`src/rtl/data_mem_arbiter_pkg.sv`:
```
// Shared types for the two-master data memory arbiter: ownership states,
// master ids and the read-return tag.
package data_mem_arbiter_pkg;

  typedef enum logic [1:0] {
    IDLE = 2'd0,
    OWN0 = 2'd1,
    OWN1 = 2'd2
  } state_e;

  typedef logic mid_t;
  localparam mid_t MID0 = 1'b0;
  localparam mid_t MID1 = 1'b1;

  localparam int BURST_MAX_DEFAULT = 4;

  typedef struct packed {
    logic valid;
    mid_t owner;
  } rtag_t;

endpackage

```
`src/rtl/data_mem_arbiter_rr_grant_logic.sv`:
```
// Combinational grant pick: a sole requester wins; under contention the owner
// keeps the port until its burst is exhausted, then the last-served master yields.
module rr_grant_logic
  import data_mem_arbiter_pkg::*;
#(
  parameter int BURST_MAX = BURST_MAX_DEFAULT
) (
  input  logic       req0_i,
  input  logic       req1_i,
  input  state_e     state_i,
  input  logic [3:0] cnt_i,
  input  mid_t       rr_ptr_i,
  output logic       gnt0_o,
  output logic       gnt1_o
);

  logic has_owner;
  logic burst_done;

  assign has_owner  = (state_i == OWN0) || (state_i == OWN1);
  assign burst_done = (cnt_i == 4'(BURST_MAX));

  always_comb begin
    gnt0_o = 1'b0;
    gnt1_o = 1'b0;
    if (req0_i && !req1_i) begin
      gnt0_o = 1'b1;
    end else if (req1_i && !req0_i) begin
      gnt1_o = 1'b1;
    end else if (req0_i && req1_i) begin
      if (has_owner && !burst_done) begin
        gnt0_o = (state_i == OWN0);
        gnt1_o = (state_i == OWN1);
      end else begin
        // Opposite of the last-served master.
        gnt0_o = (rr_ptr_i == MID1);
        gnt1_o = (rr_ptr_i == MID0);
      end
    end
  end

endmodule

```
`src/rtl/data_mem_arbiter.sv`:
```
// Arbitrates a single-port registered data memory between the CPU data port
// (master 0) and a loader/debug port (master 1), with bounded bursts.
module data_mem_arbiter
  import data_mem_arbiter_pkg::*;
#(
  parameter int N         = 32,
  parameter int BURST_MAX = BURST_MAX_DEFAULT
) (
  input  logic         CLK,
  input  logic         RST,
  input  logic         m0_req_i,
  input  logic         m0_we_i,
  input  logic [N-1:0] m0_addr_i,
  input  logic [N-1:0] m0_wdata_i,
  output logic         m0_gnt_o,
  output logic         m0_rvalid_o,
  output logic [N-1:0] m0_rdata_o,
  input  logic         m1_req_i,
  input  logic         m1_we_i,
  input  logic [N-1:0] m1_addr_i,
  input  logic [N-1:0] m1_wdata_i,
  output logic         m1_gnt_o,
  output logic         m1_rvalid_o,
  output logic [N-1:0] m1_rdata_o,
  output logic [N-1:0] mem_addr_o,
  output logic [N-1:0] mem_wdata_o,
  output logic         mem_we_o,
  input  logic [N-1:0] mem_rdata_i,
  output logic         stall0_o
);

  state_e     state_q, state_d;
  logic [3:0] cnt_q, cnt_d;
  mid_t       rr_q, rr_d;
  rtag_t      tag_q, tag_d;

  logic pick0, pick1;
  logic gnt0, gnt1;

  rr_grant_logic #(.BURST_MAX(BURST_MAX)) u_pick (
    .req0_i   (m0_req_i),
    .req1_i   (m1_req_i),
    .state_i  (state_q),
    .cnt_i    (cnt_q),
    .rr_ptr_i (rr_q),
    .gnt0_o   (pick0),
    .gnt1_o   (pick1)
  );

  // Grants are suppressed while reset is held so nothing reaches memory.
  assign gnt0 = pick0 && !RST;
  assign gnt1 = pick1 && !RST;

  always_comb begin
    state_d = IDLE;
    cnt_d   = 4'd0;
    rr_d    = rr_q;
    tag_d   = '0;
    if (gnt0) begin
      state_d     = OWN0;
      rr_d        = MID0;
      tag_d.valid = !m0_we_i;
      tag_d.owner = MID0;
      if (state_q == OWN0)
        cnt_d = (cnt_q < 4'(BURST_MAX)) ? cnt_q + 4'd1 : cnt_q;
      else
        cnt_d = 4'd1;
    end else if (gnt1) begin
      state_d     = OWN1;
      rr_d        = MID1;
      tag_d.valid = !m1_we_i;
      tag_d.owner = MID1;
      if (state_q == OWN1)
        cnt_d = (cnt_q < 4'(BURST_MAX)) ? cnt_q + 4'd1 : cnt_q;
      else
        cnt_d = 4'd1;
    end
  end

  always_ff @(posedge CLK) begin
    if (RST) begin
      state_q <= IDLE;
      cnt_q   <= 4'd0;
      rr_q    <= MID1;
      tag_q   <= '0;
    end else begin
      state_q <= state_d;
      cnt_q   <= cnt_d;
      rr_q    <= rr_d;
      tag_q   <= tag_d;
    end
  end

  always_comb begin
    mem_addr_o  = '0;
    mem_wdata_o = '0;
    mem_we_o    = 1'b0;
    if (gnt0) begin
      mem_addr_o  = m0_addr_i;
      mem_wdata_o = m0_wdata_i;
      mem_we_o    = m0_we_i;
    end else if (gnt1) begin
      mem_addr_o  = m1_addr_i;
      mem_wdata_o = m1_wdata_i;
      mem_we_o    = m1_we_i;
    end
  end

  // A read tag captured just before reset must not surface while reset is held.
  assign m0_rvalid_o = tag_q.valid && (tag_q.owner == MID0) && !RST;
  assign m1_rvalid_o = tag_q.valid && (tag_q.owner == MID1) && !RST;
  assign m0_rdata_o  = m0_rvalid_o ? mem_rdata_i : '0;
  assign m1_rdata_o  = m1_rvalid_o ? mem_rdata_i : '0;

  assign m0_gnt_o = gnt0;
  assign m1_gnt_o = gnt1;
  assign stall0_o = m0_req_i && !gnt0 && !RST;

endmodule

```
`config.mk`:
```
export PLATFORM = sky130hd
export DESIGN_NAME = data_mem_arbiter
export DESIGN_NICKNAME = d
export VERILOG_FILES = /design/src/rtl/data_mem_arbiter_pkg.sv /design/src/rtl/data_mem_arbiter_rr_grant_logic.sv /design/src/rtl/data_mem_arbiter.sv
export SDC_FILE = /design/constraint.sdc
export NUM_CORES = 1
export LEC_CHECK = 0
export CORE_AREA = 4 4 113 115
export DETAILED_ROUTE_END_ITERATION = 6
export DIE_AREA = 0 0 117 119
export GPL_TIMING_DRIVEN = 1
export PLACE_DENSITY_LB_ADDON = 0.12
export SYNTH_ARGS = -nofsm -noshare
export SYNTH_HDL_FRONTEND = slang
export SYNTH_SLANG_ARGS = --single-unit
```
`constraint.sdc`:
```
create_clock -name CLK -period 7.1 [get_ports CLK]
set_clock_uncertainty 0.15 [all_clocks]
set_input_delay 2.13 -clock CLK [delete_from_list [all_inputs] [get_ports CLK]]
set_output_delay 2.13 -clock CLK [all_outputs]
set_load 0.03 [all_outputs]
```
== Yosys cells after proc, flatten, opt, wreduce, memory -nomap -nowiden ==
Index checks and enable logic that the tools add are counted.
Operators by class
  bitwise gates (word level): 2
  eq/ne operators: 3
  mux-type cells: 27
  reduce and logical (&&, ||, !) cells: 22
  $add $sub $neg: 1
  $lt $le $gt $ge: 1
Operator list (count)
  $mux W32: 6
  $mux W4: 5
  $mux W1: 13
  $logic_and A1 B1 Y1: 12
  $logic_not A1 Y1: 7
  $mux W2: 3
  $add A4 B1 Y4 const B: 1
  $eq A4 B3 Y1 const B: 1
  $lt A4 B3 Y1 const B: 1
  $eq A2 B1 Y1 const B: 1
  $eq A2 B2 Y1 const B: 1
  $not A1 Y1: 2
  $reduce_bool A2 Y1: 1
  $reduce_or A2 Y1: 1
  $logic_or A1 B1 Y1: 1
Storage, ports and cells
  flip-flop bits (word level): 9
  input port bits: 166
  output and inout bits: 134
  logic and storage cells: 62

== Longest topological paths before layout ==
  depth after elaboration: 11
  mapped depth: 9

== By module ==
A second synthesis with hierarchy kept.
Unflattened totals
  cells, all modules: 202
  area, all modules: 1591.5 um2
By module, submodules not included
  data_mem_arbiter: cells an instance 189, area an instance 1481.4 um2, instances 1
  rr_grant_logic: cells an instance 13, area an instance 110.1 um2, instances 1

== Worst setup path before layout ==
OpenSTA, ideal clock, no wires.
  path type: input -> output
  from: input m1_req_i
  to: output mem_addr_o[0]
  arrival: 3.378 ns
  path slack: 1.442 ns
  stages: 6
  cell sequence: nand2_1 -> or4_1 -> a21oi_2 -> buf_4 -> buf_6 -> a22o_1
Between the ends
  longest elaborated chain between the ends: 7
Ends and longest elaborated chain
  from (decl): line data_mem_arbiter.sv:18  | input logic m1_req_i,
  $logic_and A1 B1 Y1: line data_mem_arbiter_rr_grant_logic.sv:30  | end else if (req0_i && req1_i) begin
  $mux W1: line data_mem_arbiter_rr_grant_logic.sv:30
  $mux W1: line data_mem_arbiter_rr_grant_logic.sv:28  | end else if (req1_i && !req0_i) begin
  $mux W1: line data_mem_arbiter_rr_grant_logic.sv:26  | if (req0_i && !req1_i) begin
  $logic_and A1 B1 Y1: line data_mem_arbiter.sv:52  | assign gnt1 = pick1 && !RST;
  $mux W32: line data_mem_arbiter.sv:102  | end else if (gnt1) begin
  $mux W32 (*): line data_mem_arbiter.sv:98  | if (gnt0) begin
  to (decl): line data_mem_arbiter.sv:25  | output logic [N-1:0] mem_addr_o,
Mark *: on every way between the ends. The rest lies on a longest branch, timed or not.

== Worst setup path in the final report ==
  from: input m1_req_i
  to: output mem_wdata_o[13]
Between the ends
  longest elaborated chain between the ends: 7
Ends and longest elaborated chain
  $logic_and A1 B1 Y1: line data_mem_arbiter_rr_grant_logic.sv:30
  $mux W1: line data_mem_arbiter_rr_grant_logic.sv:30
  $mux W1: line data_mem_arbiter_rr_grant_logic.sv:28
  $mux W1: line data_mem_arbiter_rr_grant_logic.sv:26
  $logic_and A1 B1 Y1: line data_mem_arbiter.sv:52
  $mux W32: line data_mem_arbiter.sv:102
  $mux W32 (*): line data_mem_arbiter.sv:98
  to (decl): line data_mem_arbiter.sv:26  | output logic [N-1:0] mem_wdata_o,
Marks and branches as above.

==> results.toml <==
[status]
outcome = "completed"

[timing]
final_setup_violation_count = 0
slew-limit-headroom_pct = 71.1
achievable-frequency_mhz = 149
layout_worst_path_cycle_share_pct = 94.2
max_slew.worst_pin.slew_ns = 0.434
crit_path_setup_slack_layout_ns = 0.410
post-route-min-period_ns = 6.69
finalSetupTns_ns = 0
rsz0062_at_grt = "false"
report.final.slew_viol_count = 0
timing.final.hold_violations = 0

[global_routing]
use_met2_pct = 28.8
grt_max_degree = 43
antenna_violations_before_repair = 0
grt_busiest_layer = "met2"
global_route.usage.total_pct = 14.0
grt_remaining_overflow = 0
grt_first_pass_wirelength_um = 15300
global_route.usage.met3_pct = 4.52
grt_pass1_vias = 2788
use_met1_pct = 13.1

[clock_tree]
cts_htree_levels = 1
clock_latency_ns = 0.23
cts_buffer_depth = 2
tritoncts.num_buffers = 3
cts_sinks = 8
clk_pin_slew_ns = 0.04
cts_repair_resize_count = 0
cts-root-buf = "sky130_fd_sc_hd__clkbuf_16"
post-cts-setup-buffer-count = 0
tritoncts = "done"
cts_hold_buffers = 0

[hold_path]
min_path_type = "register to register"
hold_start = "cnt_q[3]"

[placed_design]
port_buffers = 299
finalWeightedCongestion = 0.770
post-place-ws_ns = 0.402
hpwlAfterDp_um = 9480

[floorplanning]
die_area_sq_um = 13900
dieWidth_um = 117
area_of_the_core_sq_um = 11800
die_y_um = 119
io_pins = 300
initial_utilization_pct = 13.4
rows = 40

[drt]
vias_per_cell = 4.18
final_antenna_net_count = 0
detail_route.iter0.violations = 59
post-route-drc-count = 0
wl_per_cell_um = 16.3
drtPass1Iterations = 4
routed_wire_length_um = 10600
detailroute.via_count = 2715

[logic_synthesis]
yosys_register_bits = 8
synth_warnings = 0
synth_sequential_area_ratio_pct = 10.1
mappedNetlistNets = 379
synthDistinctLibCells = 30
yosys.area.top_type = "sky130_fd_sc_hd__a22o_1"
synth.top_cell.area_share_pct = 36.5
synthesis.area_sq_um = 1580
cell_count_after_synthesis = 209
netlist_top_cells_area = "sky130_fd_sc_hd__a22o_1 (36%), sky130_fd_sc_hd__and2_1 (25%), sky130_fd_sc_hd__dfxtp_1 (10%)"
post_synth.cell_area_avg_sq_um = 7.58

[pwr]
int_power_uw = 293
share_comb_of_total_power_pct = 68.5
netSwitchingPower_uw = 165
vdd_drop_max_v = 0.0000515
power.density_cell_area_nw_per_um2 = 94.4
power_frac_seq_pct = 10.9
share_clk_of_total_power_pct = 20.6
switching_share_pct = 35.9
reported_leakage_power_uw = 0.00196

[worst_setup_path]
critPathLaunch = "m1_req_i"
r2r_start = "cnt_q[0]"
worst_ep_arrival_time_ns = 4.41
worstPathMaxFanout = 13
worst_ep_required_time_ns = 4.82
crit_end_category = "primary output"
timing.critical_path.from_type = "primary input"
critPathKind = "primary input to primary output"

[finish]
final_net_count = 674
final.fill_count = 1227
drive_above_1_share_pct = 13.1
insertedDiodeCount = 0
area_growth_syn_to_layout_pct = 206

[job]
cap_viol_max_count = 0
## stage by stage
stage          area [sq um]  utilization (%)  instances  total power [uW]  hold WS, ns
4_1_cts                4850             41.1        649               464        0.365
2_1_floorplan          1580                -        209               185        0.318
6_report               4850             41.1        649               458        0.367
5_1_grt                4850             41.1        649               480        0.430
3_5_place_dp           4780             40.5        646               368        0.356
3_3_place_gp           4780             40.5        646               366        0.348
## final cells by class
| class | instances | area, sq um | area share (%) |
|---|---|---|---|
| Tap cell | 147 | 184 | 3.79 |
| Multi-Input combinational cell | 172 | 1300 | 26.8 |
| Timing Repair Buffer | 311 | 3110 | 64.0 |
| Sequential cell | 8 | 160 | 3.30 |
| Clock buffer | 3 | 75.1 | 1.55 |
| Inverter | 8 | 30.0 | 0.619 |
## routing by layer
layer | vias to the layer above | wire length (um)
li1 | 1363 | -
met1 | 1187 | 3370
met2 | 160 | 5950
met3 | 5 | 1200
met4 | 0 | 58
met5 | - | 0
## worst paths after layout
check             cells past startpoint  slack [ns]              end
setup / recovery                      7        0.41  mem_wdata_o[13]
hold / removal                        2        0.37         cnt_q[3]
setup reg to reg                      8        4.67         cnt_q[0]
hold reg to reg                       2        0.37         cnt_q[3]
## state kept, by name (all words and copies together) (netlist names)
name,count
rr_q,1
state_q,2
cnt_q,4
tag_q,1
## cells in the final DEF (no fill, tap or decap), drive strengths merged, types with 2 or more instances in the layout
master           n
a21oi            7
a22o            66
and2            64
and3b            2
buf             58
clkbuf           3
clkdlybuf4s50  253
dfxtp            8
ha               4
inv              8
nand2            5
nand2b           2
nor2             4
nor3             3
nor3b            2
or3b             2
## cell families (layout without fill, tap and decap cells)
| family | count (synthesis) | in the layout | share of synthesized area (%) |
|---|---|---|---|
| fa+ha+maj | 4 | 4 | 3.16 |
| compound gates | 77 | 77 | 41.2 |
| buf+inv | 29 | 322 | 9.48 |
| flops | 8 | 8 | 10.1 |
| mux | 2 | 2 | 1.34 |
| xor+xnor | 1 | 1 | 0.553 |
| simple gates | 88 | 88 | 34.1 |
## worst max-delay path: stages
cell and delay [ns]:
sky130_fd_sc_hd__clkdlybuf4s50_1 0.51, sky130_fd_sc_hd__nand2_1 0.08, sky130_fd_sc_hd__or4_1 0.46, sky130_fd_sc_hd__a21oi_4 0.18, sky130_fd_sc_hd__buf_4 0.21, sky130_fd_sc_hd__a22o_1 0.16, sky130_fd_sc_hd__clkdlybuf4s50_1 0.67
## synth_stat cells (all sizes together)
cell type and n:
or4 1, xnor2 1, o31ai 1, and2 64
buf 12, nand2b 2, and3b 2, and3 1
a22o 66, nor3b 2, a311oi 1, dfxtp 8
or3b 2, mux2i 1, clkbuf 9, mux2 1
nor3 3, nand2 5, ha 4, inv 8
nor2b 1, nor2 4, o41ai 1, nand4b 1
a211oi 1, a21oi 7
## power by group through the flow
stage          Sequential, uW  Clock [uW]  Combinational (uW)
2_1_floorplan            50.3           0                 134
3_3_place_gp             50.8           0                 315
3_5_place_dp             50.9           0                 317
4_1_cts                  50.2        95.8                 318
5_1_grt                  50.5        98.1                 331
6_report                 50.1        94.4                 314
(Power assumes the default switching activity.)
